File: src/rtl/ulpi_reg_write.sv
// LINK-side ULPI register write sequencer: TXCMD, data byte, STP, with DIR-abort and bounded retry.
// Define ULPI_EXT_ADDR_EN for 8-bit extended register addressing through the 6'h2F escape.
module ulpi_reg_write #(
  parameter logic [1:0]  REG_WRITE_CMD = 2'b10,
  parameter int unsigned MAX_RETRIES   = 3
) (
  input  logic       clk,
  input  logic       rst,
  input  logic       WRITE_DATA,
`ifdef ULPI_EXT_ADDR_EN
  input  logic [7:0] ADDR,
`else
  input  logic [5:0] ADDR,
`endif
  input  logic [7:0] DATA,
  output logic       BUSY,
  output logic       DONE,
  output logic       ERROR,
  input  logic       DIR,
  output logic       STP,
  input  logic       NXT,
  output logic [7:0] ULPI_DATA_OUT
);

`ifdef ULPI_EXT_ADDR_EN
  localparam int unsigned AddrW = 8;
`else
  localparam int unsigned AddrW = 6;
`endif
  localparam logic [3:0] MaxRetry = 4'(MAX_RETRIES);

  typedef enum logic [2:0] {
    StIdle    = 3'd0,
    StTxcmd   = 3'd1,
    StData    = 3'd2,
    StStop    = 3'd3,
`ifdef ULPI_EXT_ADDR_EN
    StWaitBus = 3'd4,
    StExtAddr = 3'd5
`else
    StWaitBus = 3'd4
`endif
  } state_e;

  state_e           state_q, state_d;
  logic [AddrW-1:0] addr_q, addr_d;
  logic [7:0]       data_q, data_d;
  logic [3:0]       retry_q, retry_d;
  logic             ta_q, ta_d;
  logic [7:0]       dout_q, dout_d;
  logic             stp_q, stp_d;
  logic             done_q, done_d;
  logic             err_q, err_d;
  logic             abort;
  logic [7:0]       cmd_start, cmd_lat;
`ifdef ULPI_EXT_ADDR_EN
  logic             ext_start, ext_lat;
`endif

`ifdef ULPI_EXT_ADDR_EN
  // Addresses beyond the 6-bit space (or the escape code itself) go through EXT_ADDR.
  assign ext_start = (ADDR[7:6] != 2'b00) || (ADDR[5:0] == 6'h2F);
  assign ext_lat   = (addr_q[7:6] != 2'b00) || (addr_q[5:0] == 6'h2F);
  assign cmd_start = ext_start ? {REG_WRITE_CMD, 6'h2F} : {REG_WRITE_CMD, ADDR[5:0]};
  assign cmd_lat   = ext_lat ? {REG_WRITE_CMD, 6'h2F} : {REG_WRITE_CMD, addr_q[5:0]};
`else
  assign cmd_start = {REG_WRITE_CMD, ADDR};
  assign cmd_lat   = {REG_WRITE_CMD, addr_q};
`endif

  always_comb begin
    state_d = state_q;
    addr_d  = addr_q;
    data_d  = data_q;
    retry_d = retry_q;
    ta_d    = ta_q;
    dout_d  = dout_q;
    stp_d   = 1'b0;
    done_d  = 1'b0;
    err_d   = 1'b0;
    abort   = 1'b0;

    case (state_q)
      StIdle: begin
        dout_d = 8'h00;
        if (WRITE_DATA && !DIR) begin
          addr_d  = ADDR;
          data_d  = DATA;
          retry_d = 4'd0;
          ta_d    = 1'b0;
          dout_d  = cmd_start;
          state_d = StTxcmd;
        end
      end
      StTxcmd: begin
        if (DIR) begin
          abort = 1'b1;
        end else if (NXT) begin
`ifdef ULPI_EXT_ADDR_EN
          if (ext_lat) begin
            dout_d  = addr_q;
            state_d = StExtAddr;
          end else begin
            dout_d  = data_q;
            state_d = StData;
          end
`else
          dout_d  = data_q;
          state_d = StData;
`endif
        end
      end
`ifdef ULPI_EXT_ADDR_EN
      StExtAddr: begin
        if (DIR) begin
          abort = 1'b1;
        end else if (NXT) begin
          dout_d  = data_q;
          state_d = StData;
        end
      end
`endif
      StData: begin
        if (DIR) begin
          abort = 1'b1;
        end else if (NXT) begin
          dout_d  = 8'h00;
          stp_d   = 1'b1;
          state_d = StStop;
        end
      end
      StStop: begin
        dout_d  = 8'h00;
        done_d  = 1'b1;
        state_d = StIdle;
      end
      StWaitBus: begin
        dout_d = 8'h00;
        // One full DIR-low turnaround cycle must pass before re-driving the bus.
        if (DIR) begin
          ta_d = 1'b0;
        end else if (!ta_q) begin
          ta_d = 1'b1;
        end else begin
          dout_d  = cmd_lat;
          state_d = StTxcmd;
        end
      end
      default: begin
        state_d = StIdle;
        addr_d  = '0;
        data_d  = 8'h00;
        retry_d = 4'd0;
        ta_d    = 1'b0;
        dout_d  = 8'h00;
      end
    endcase

    if (abort) begin
      dout_d = 8'h00;
      if (retry_q == MaxRetry) begin
        err_d   = 1'b1;
        state_d = StIdle;
      end else begin
        retry_d = retry_q + 4'd1;
        ta_d    = 1'b0;
        state_d = StWaitBus;
      end
    end
  end

  always_ff @(posedge clk) begin
    if (rst) begin
      state_q <= StIdle;
      addr_q  <= '0;
      data_q  <= 8'h00;
      retry_q <= 4'd0;
      ta_q    <= 1'b0;
      dout_q  <= 8'h00;
      stp_q   <= 1'b0;
      done_q  <= 1'b0;
      err_q   <= 1'b0;
    end else begin
      state_q <= state_d;
      addr_q  <= addr_d;
      data_q  <= data_d;
      retry_q <= retry_d;
      ta_q    <= ta_d;
      dout_q  <= dout_d;
      stp_q   <= stp_d;
      done_q  <= done_d;
      err_q   <= err_d;
    end
  end

  assign BUSY          = (state_q != StIdle);
  assign DONE          = done_q;
  assign ERROR         = err_q;
  assign STP           = stp_q;
  assign ULPI_DATA_OUT = dout_q;

endmodule

File: config.mk
export PLATFORM = sky130hd
export DESIGN_NAME = ulpi_reg_write
export DESIGN_NICKNAME = d
export VERILOG_FILES = /design/src/rtl/ulpi_reg_write.sv
export SDC_FILE = /design/constraint.sdc
export NUM_CORES = 1
export LEC_CHECK = 0
export ABC_CLOCK_PERIOD_IN_PS = 2320
export BUFFER_PORTS_ARGS = -buffer_cell sky130_fd_sc_hd__buf_2
export CAP_MARGIN = 40
export CORE_MARGIN = 8
export CORE_UTILIZATION = 50
export DETAILED_ROUTE_END_ITERATION = 10
export PLACE_DENSITY = 0.7
export REMOVE_ABC_BUFFERS = 1
export SYNTH_ARGS = -nofsm -noshare
export SYNTH_HDL_FRONTEND = slang
export SYNTH_SLANG_ARGS = --single-unit
export TNS_END_PERCENT = 100
File: constraint.sdc
create_clock -name clk -period 2.32 [get_ports clk]
set_clock_uncertainty 0.15 [all_clocks]
set_input_delay 0.116 -clock clk [delete_from_list [all_inputs] [get_ports clk]]
set_output_delay 0.116 -clock clk [all_outputs]
set_load 0.05 [all_outputs]
==> results of run 1 <==
metrics by stage:
stage | util [%] | power, mW | setup WS, ns
after CTS | 65.38 | 1.369 | 0.3027
after global placement | 56.34 | 0.8833 | 0.4788
after detailed placement | 56.34 | 0.8939 | 0.3295
after floorplan | - | 0.8018 | -0.09136
after global routing | 65.38 | 1.428 | 0.1788
final | 65.38 | 1.363 | 0.2830
cells by family after synthesis:
family	synth area share, %
flip-flops	43.42
adder cells (fa/ha/maj)	0.8222
AO/OA/AOI/OAI	24.34
AND/OR/NAND/NOR	24.84
XOR/XNOR	0.5758
buffers and inverters	6.002
registers in the layout, indices dropped and copies added (netlist names):
name and flops:
DONE 1, ERROR 1, STP 1, ULPI_DATA_OUT 8
addr_q 6, data_q 8, retry_q 4, state_q 3
ta_q 1
layout by cell type (no fill, tap or decap), drive strengths merged:
cell | synthesis | routed
clkbuf | 6 | 6
ha | 1 | 1
nand4b | 1 | 1
o31ai | 1 | 1
o211ai | 1 | 1
inv | 3 | 3
a222oi | 6 | 6
nand3b | 3 | 3
xnor2 | 1 | 1
or4 | 1 | 1
a22oi | 14 | 14
nor3b | 2 | 2
and2 | 1 | 1
nand2 | 12 | 12
nor3 | 11 | 11
clkinvlp | 0 | 1
or3b | 2 | 2
dfxtp | 33 | 33
o221a | 1 | 1
o31a | 1 | 1
a21oi | 6 | 6
nor4 | 1 | 1
a211oi | 1 | 1
o21ai | 9 | 9
a31oi | 3 | 3
nor2 | 19 | 19
nor2b | 1 | 1
a32oi | 1 | 1
nand2b | 7 | 7
buf | 7 | 36
and3 | 2 | 2
nor4b | 1 | 1
or3 | 2 | 2
or2 | 1 | 1
nand3 | 4 | 4
dlygate4sd3 | 0 | 18
o21ba | 1 | 1
bufinv | 0 | 1
tightest hold or removal path: stages, from the launching register on:
cell and delay [ns]:
dfxtp_1 0.34, nand2_1 0.05, o21ai_0 0.06
final cells by class:
cell class	count	area share, %
Inverter	3	0.5784
Clock inverter	2	1.928
Multi-Input combinational cell	118	39.52
Timing Repair Buffer	54	19.28
Tap cell	33	2.121
Clock buffer	6	2.635
Sequential cell	33	33.93
layer usage:
| metal | GRT usage (%) | up-vias | share of wire (%) |
|---|---|---|---|
| met5 | 0 | - | 0 |
| met4 | 6.467 | 0 | 1.8 |
| met3 | 5.085 | 8 | 5.2 |
| met2 | 29.29 | 44 | 52 |
| met1 | 18.75 | 667 | 41 |
| li1 | - | 709 | - |
power by group through the flow:
| stage | sequential (mW) | combinational [mW] | clock (mW) |
|---|---|---|---|
| 2_1_floorplan | 0.658 | 0.144 | 0 |
| 3_3_place_gp | 0.632 | 0.251 | 0 |
| 3_5_place_dp | 0.635 | 0.259 | 0 |
| 4_1_cts | 0.622 | 0.283 | 0.464 |
| 5_1_grt | 0.626 | 0.310 | 0.491 |
| 6_report | 0.622 | 0.284 | 0.457 |
repair_timing:
item,CTS,global route
endpoints found under the setup margin,0,0
hold buffers,18,0
endpoints found under the hold margin,23,0
final timing paths:
check	start	endpoint	slack, ns	cells past startpoint
setup / recovery	DIR	data_q[2]	0.28	6
hold / removal	ULPI_DATA_OUT[2]	ULPI_DATA_OUT[2]	0.32	2
setup reg to reg	state_q[0]	retry_q[2]	0.28	4
hold reg to reg	ULPI_DATA_OUT[2]	ULPI_DATA_OUT[2]	0.32	2
==> impl_metrics.csv, run 1 <==
group,metric,value,unit
global_route,track_usage,16.89,%
timing,fin_crit_sh,87.80,%
power,p_per_area,700.2,mW/mm^2
yosys,synth_edf_count,0,
layout,layout-drive-gt1-share,28.24,%
layout,synthToLayoutAreaGrowth,27.96,%
power,ir_drop,0.0004770,V
layout,fillers,243,
detailed_routing,ant_nets,0,
cts,cts.sinks,33,
placed_design,dp_hpwl,2709,um
timing,finalSetupViolations,0,
timing,fmax,490.9,MHz
critical_path,required,2.39,ns
worst_hold_path,hold_class,"flip-flop to flip-flop",
yosys,synthTopCellsByArea,"dfxtp_1 (43%), a22oi_2 (8.2%), nor2_1 (4.7%)",
power,clockPowerShare,33.5,%
yosys,synth_ff_type,"dfxtp_1",
timing,rsz0062_at_grt,"false",
global_route,first_global_vias,1433,
yosys,synthCells,167,
global_route,antenna_found_initial,0,
placed_design,dp.cells,223,
global_route,grt_overflow,0,
yosys,synth_top_area_share,43.42,%
critical_path,startpoint_type,"input port",
power,leakagePower,0.7714,nW
placed_design,place.gp.congestion,0.8699,
layout,antennaDiodeCount,0,
timing,fin_crit,2.037,ns
global_route,grt_max_degree,26,
global_route,grt_pass1_wl,6844,um
detailed_routing,routed-via-count,1428,
critical_path,crit_slowest_cell,"o31a_1",
yosys,yosysMostFrequentCell,"dfxtp_1",
critical_path,crit_chain,"dlygate4sd3_1 -> buf_2 -> or3b_4 -> o31a_1 -> a22oi_1 -> nor2_1",
run_status,status,"completed",
floorplanning,chipHeight,71.16,um
yosys,synthTopCellsByCount,"dfxtp_1 (33), nor2_1 (19), nand2_1 (12), a22oi_2 (10), nor3_1 (10)",
floorplanning,ios,31,
critical_path,arrival,2.11,ns
critical_path,path_buf_inv,2,
timing,setup_tns,0,ns
cts,cts_tree,"yes",
timing,worst_slew_pin_slew,0.9156,ns
cts,clock_path_buffers,2,
detailed_routing,drc_errors,0,
layout,stdcell_count,249,
power,internal-power,968.9,uW
layout,multi_input_area,769.5,um^2
detailed_routing,detail_route.wl_per_cell,16.12,um
yosys,syn_avg_cell_area,9.111,um^2
cts,cts_max_level,2,
detailed_routing,routed_wl,4013,um
cts,clkLatencyLatePin,0.34,ns
placed_design,placed_area,0.001678,mm^2
detailed_routing,viasPerCell,5.735,
floorplanning,coreArea,0.002978,mm^2
timing,relSlewSlack,38.96,%
floorplanning,initial_core_util,51.09,%
job,maxCapViolCount,0,
placed_design,port_buffers,30,
floorplanning,die_w,71.16,um
yosys,syn_area,0.001521,mm^2
critical_path,path_delay_family,"compound AO/OA/AOI/OAI gates",
yosys,ys_warn_count,0,
critical_path,slowest_delay,0.54,ns
yosys,async_flop_share,0,%
yosys,yosys.area.top_type,"dfxtp_1",
layout,final_cell_area,0.001947,mm^2
cts,cts.reportedPaths.clkPinSlew,0.09,ns
cts,cts_setup_buffers,0,
detailed_routing,first_pass_iters,6,
layout,final_net_count,235,
yosys,synth.distinct_cells,42,
critical_path,cp_max_fo,18,
floorplanning,die_area,0.005064,mm^2
detailed_routing,drt_iter0_markers,139,
power,p_seq_share,45.6,%
power,swShare,28.92,%
critical_path,cp-end-kind,"flip-flop",
floorplanning,num_rows,20,
cts,root_buffer,"clkbuf_4",
timing,holdWs,0.3182,ns
power,p_sw,394.2,uW
power,combPwrFrac,20.9,%
yosys,synth_seq_cells,33,
cts,numCtsBuffers,5,
timing,slew_viol_final,0,
timing,hold_viol_final,0,
critical_path,crit_type,"input port to flip-flop",
yosys,seq_area_frac_synth,43.42,%
cts,postCtsResizedCells,0,
layout,final-seq-area,660.6,um^2
Note: power is estimated with default switching activity, not from simulation.
==> run 2: changes to the inputs <==
CORE_ASPECT_RATIO = 1.5   (was default)
REMOVE_ABC_BUFFERS = default   (was 1)
==> run 2 against run 1 <==
Global-route usage fell by 0.64 points. Sequential power about the same. Maximum frequency shrank 3.3%. Largest power group unchanged. Worst hold slack lost 0.25 ns. Register-to-register slack about the same. Power up 6.8%. Non-clock buffer count decreased by 3. Critical path depth is the same. Combinational power fell by 1%. Highest routed layer unchanged.
==> impl_metrics.csv, run 2 (same netlist as run 1, synthesis figures left out) <==
group,metric,value,unit
critical_path,cp-end-kind,"flip-flop",
global_route,first_global_vias,1448,
layout,multi_input_area,769.5,um^2
timing,finalSetupViolations,0,
power,p_sw,395.5,uW
global_route,antenna_found_initial,0,
power,clockPowerShare,37.9,%
global_route,grt_overflow,0,
detailed_routing,ant_nets,0,
global_route,track_usage,16.25,%
layout,final_common_cell,"dfxtp_1",
placed_design,dp_hpwl,2699,um
timing,fin_crit_sh,90.81,%
critical_path,cp_max_fo,18,
layout,final_cell_mix,"dfxtp_1 (33), buf_2 (30), nor2_1 (19), dlygate4sd3_1 (16), nand2_1 (12)",
job,maxCapViolCount,0,
layout,fillers,247,
cts,clkLatencyLatePin,0.28,ns
placed_design,place.gp.congestion,0.9235,
layout,antennaDiodeCount,0,
global_route,busiest_layer,"met2",
detailed_routing,routed_wl,3984,um
critical_path,crit_type,"input port to flip-flop",
global_route,grt.met2_usage,27.34,%
layout,final_net_count,232,
power,leakagePower,0.7708,nW
cts,clock_path_buffers,2,
timing,fmax,474.7,MHz
worst_hold_path,hold_class,"input port to flip-flop",
timing,rsz0062_at_grt,"false",
layout,layout-drive-gt1-share,27.70,%
timing,worst_slew_pin_slew,0.9443,ns
critical_path,reg2reg_from,"state_q[2]",
cts,root_buffer,"clkbuf_8",
critical_path,required,2.33,ns
cts,cts.sinks,33,
power,combPwrFrac,19.2,%
cts,cts_max_level,2,
layout,synthToLayoutAreaGrowth,28.45,%
timing,hold_viol_final,0,
global_route,grt_max_degree,26,
layout,final-seq-area,660.6,um^2
timing,slew_viol_final,0,
detailed_routing,viasPerCell,5.734,
cts,cts_tree,"yes",
power,internal-power,1.060,mW
floorplanning,num_rows,24,
critical_path,r2r_slack,0.28,ns
run_status,status,"completed",
global_route,met1_usage,16.62,%
floorplanning,chipHeight,83.56,um
power,swShare,27.17,%
worst_hold_path,min-delay-start,"WRITE_DATA",
layout,stdcell_count,252,
placed_design,dp.cells,228,
detailed_routing,detail_route.wl_per_cell,15.81,um
floorplanning,die_w,61.04,um
floorplanning,ios,31,
power,p_seq_share,42.8,%
layout,fin_util,67.10,%
critical_path,startpoint_type,"input port",
detailed_routing,first_pass_iters,5,
timing,relSlewSlack,37.05,%
detailed_routing,drc_errors,0,
floorplanning,coreArea,0.002913,mm^2
cts,numCtsBuffers,5,
global_route,grt_pass1_wl,6382,um
timing,setup_tns,0,ns
placed_design,port_buffers,30,
detailed_routing,drt_iter0_markers,67,
cts,cts.reportedPaths.clkPinSlew,0.07,ns
detailed_routing,routed-via-count,1445,
critical_path,arrival,2.12,ns
power,p_total,1.456,mW
critical_path,r2r_cells,5,
cts,cts_setup_buffers,0,
power,p_per_area,744.9,mW/mm^2
floorplanning,initial_core_util,52.23,%
critical_path,rr_endpoint,"ULPI_DATA_OUT[1]",
timing,holdWs,0.06413,ns
floorplanning,die_area,0.005101,mm^2
worst_hold_path,hold_depth,4,
timing,fin_crit,2.107,ns
global_route,use_met3,4.321,%
worst_hold_path,min_to,"ta_q",
yosys,synth_nets,187,
power,ir_drop,0.0007119,V
run 2: cell types whose count changed in the layout (fill, tap and decap cells not counted), sizes merged:
cell | before | now
clkbuf | 6 | 7
buf | 36 | 35
clkinvlp | 1 | 0
dlygate4sd3 | 18 | 16
run 2: worst max path at each step:
| stage | to | cells past startpoint | slack (ns) | from |
|---|---|---|---|---|
| after global routing | retry_q[2] | 6 | 0.11 | DIR |
| after CTS | data_q[3] | 6 | 0.23 | DIR |
| after detailed placement | ULPI_DATA_OUT[1] | 5 | 0.30 | state_q[2] |
| after floorplan | addr_q[0] | 7 | 0.57 | state_q[2] |
| final | data_q[3] | 6 | 0.21 | DIR |
| after global placement | ULPI_DATA_OUT[4] | 5 | 0.39 | state_q[2] |
run 2: cell type report:
class / count / share of cell area [%]
timing repair buffer: 51 / 17.80
inverter: 3 / 0.5762
clock buffer: 7 / 4.417
clock inverter: 1 / 1.536
sequential: 33 / 33.80
multi-input combinational: 118 / 39.37
tap: 39 / 2.497
run 2: power by group through the flow:
stage	logic (mW)	clock network (mW)	registers, mW
floorplan	0.187	0	0.646
detailed placement	0.255	0	0.636
CTS	0.276	0.561	0.623
global route	0.301	0.586	0.626
global placement	0.249	0	0.633
finish	0.280	0.552	0.624
run 2: what timing repair did:
action / 4_1_cts / 5_1_grt
gates resized for setup: 0 / 0
endpoints found under the hold margin: 17 / 0
setup endpoints to repair: 0 / 0
hold buffers: 16 / 0
run 2: per-stage QoR:
stage          instance area (um^2)  setup slack [ns]
2_1_floorplan                  1521            0.5746
3_3_place_gp                   1678            0.3861
3_5_place_dp                   1678            0.2977
4_1_cts                        1954            0.2305
5_1_grt                        1954            0.1147
6_report                       1954            0.2133
run 2: routing by layer:
layer / routed length [um] / share of wire (%) / up-vias
li1: - / - / 703
met1: 1450 / 36 / 678
met2: 2169 / 54 / 51
met3: 230 / 5.8 / 13
met4: 135 / 3.4 / 0
met5: 0 / 0 / -
run 2: worst max-delay path, cell delays in order:
cell,delay (ns)
dlygate4sd3_1,0.53
buf_2,0.18
or3b_4,0.41
o31a_1,0.55
a22oi_1,0.27
nor2_1,0.06
==> run 3: changes to the inputs <==
RECOVER_POWER = 25   (was default)
==> run 3 against run 2 <==
Worst setup slack about the same. Clock power about the same. Flip-flop and latch count unchanged. Cell area down 0.64%. Register-to-register slack about the same. Critical path depth unchanged. Power down 0.14%. Die area unchanged. Worst hold slack worse by 0.0024 ns.
==> impl_metrics.csv, run 3 (same netlist as run 1, synthesis figures left out) <==
group,metric,value,unit
detailed_routing,first_pass_iters,4,
floorplanning,chipHeight,83.56,um
global_route,met1_usage,16.62,%
floorplanning,ios,31,
cts,cts.sinks,33,
cts,clkLatencyLatePin,0.28,ns
detailed_routing,routed-via-count,1443,
layout,final_net_count,232,
power,swShare,27.18,%
cts,numCtsBuffers,5,
global_route,busiest_layer,"met2",
global_route,grt_pass1_wl,6382,um
detailed_routing,ant_nets,0,
global_route,grt_overflow,0,
power,p_per_area,748.6,mW/mm^2
timing,fin_crit_sh,90.79,%
global_route,grt.met2_usage,27.34,%
critical_path,slowest_delay,0.55,ns
cts,postCtsResizedCells,0,
cts,cts.reportedPaths.clkPinSlew,0.07,ns
layout,synthToLayoutAreaGrowth,27.63,%
cts,cts_tree,"yes",
power,combPwrFrac,19.1,%
global_route,first_global_vias,1448,
global_route,use_met3,4.321,%
timing,fmax,474.8,MHz
timing,worst_slack,0.2137,ns
power,p_seq_share,42.9,%
critical_path,cp_max_fo,18,
power,leakagePower,0.7277,nW
detailed_routing,detail_route.wl_per_cell,15.73,um
layout,final_cell_mix,"dfxtp_1 (33), buf_2 (20), nor2_1 (19), dlygate4sd3_1 (16), nand2_1 (12)",
floorplanning,num_rows,24,
floorplanning,die_area,0.005101,mm^2
timing,slew_viol_final,0,
layout,final_cell_area,0.001942,mm^2
timing,rsz0062_at_grt,"false",
power,internal-power,1.059,mW
critical_path,cp-end-kind,"flip-flop",
layout,antennaDiodeCount,0,
detailed_routing,viasPerCell,5.726,
timing,relSlewSlack,37.03,%
timing,worst_slew_pin_slew,0.9445,ns
critical_path,crit_slowest_cell,"o31a_1",
power,p_sw,395.1,uW
critical_path,arrival,2.12,ns
timing,fin_crit,2.106,ns
cts,ctsHoldBuffers,16,
critical_path,crit_chain,"dlygate4sd3_1 -> buf_2 -> or3b_4 -> o31a_1 -> a22oi_1 -> nor2_1",
floorplanning,die_w,61.04,um
critical_path,crit_type,"input port to flip-flop",
placed_design,pre_cts_ws,0.2977,ns
critical_path,required,2.33,ns
floorplanning,initial_core_util,52.23,%
placed_design,port_buffers,30,
timing,setup_tns,0,ns
detailed_routing,routed_wl,3963,um
timing,hold_viol_final,0,
critical_path,path_buf_inv,2,
critical_path,startpoint_type,"input port",
detailed_routing,drc_errors,0,
job,maxCapViolCount,0,
cts,cts_max_level,2,
global_route,track_usage,16.25,%
layout,stdcell_count,252,
placed_design,dp_hpwl,2699,um
timing,finalSetupViolations,0,
placed_design,dp.cells,228,
run_status,status,"completed",
detailed_routing,drt_iter0_markers,67,
floorplanning,coreArea,0.002913,mm^2
power,ir_drop,0.0007133,V
cts,cts_setup_buffers,0,
layout,final_common_cell,"dfxtp_1",
worst_hold_path,hold_class,"input port to flip-flop",
cts,root_buffer,"clkbuf_8",
yosys,synth_nets,187,
global_route,antenna_found_initial,0,
cts,clock_path_buffers,2,
global_route,grt_max_degree,26,
placed_design,place.gp.congestion,0.9235,
placed_design,placed_area,0.001678,mm^2
layout,layout-drive-gt1-share,23.00,%
layout,fillers,241,
critical_path,path_delay_family,"compound AO/OA/AOI/OAI gates",
power,clockPowerShare,38.0,%
==> run 3: final timing paths <==
path         cells after the start  slack, ns               end              from
max                              6       0.21         data_q[3]               DIR
min                              4       0.06              ta_q        WRITE_DATA
max reg2reg                      4       0.27        retry_q[2]        state_q[0]
min reg2reg                      2       0.32  ULPI_DATA_OUT[4]  ULPI_DATA_OUT[4]
==> run 3: layout make-up <==
cell class / instances / area (um^2) / share of cell area, %
tap: 39 / 48.80 / 2.513
timing repair buffer: 51 / 335.3 / 17.27
inverter: 3 / 11.26 / 0.5799
clock buffer: 7 / 86.33 / 4.446
clock inverter: 1 / 30.03 / 1.546
sequential: 33 / 660.6 / 34.02
multi-input combinational: 118 / 769.5 / 39.63
==> run 3: power by group through the flow <==
stage	clock network, mW	registers, mW	logic [mW]
after CTS	0.561	0.623	0.276
final	0.553	0.624	0.277
after global placement	0	0.633	0.249
after global routing	0.586	0.627	0.300
after detailed placement	0	0.636	0.255
after floorplan	0	0.646	0.187
==> run 3: routing by layer <==
layer | part of all wire, % | wire, um
met5 | 0 | 0
met1 | 37 | 1460
met2 | 54 | 2124
met3 | 5.9 | 232
met4 | 3.7 | 146
==> run 3: through the flow <==
step	hold slack (ns)	power [mW]	util, %
floorplan	0.1071	0.8327	-
global placement	0.2190	0.8824	57.60
detailed placement	0.2248	0.8907	57.60
CTS	0.04665	1.461	67.10
global route	0.06915	1.512	66.67
finish	0.06170	1.454	66.67
==> run 3: worst register-to-register path, stage by stage, from the launching register on <==
cell,delay [ns]
dfxtp_1,0.45
o21ai_0,0.22
o31a_1,0.78
nand3_1,0.20
a31oi_1,0.17
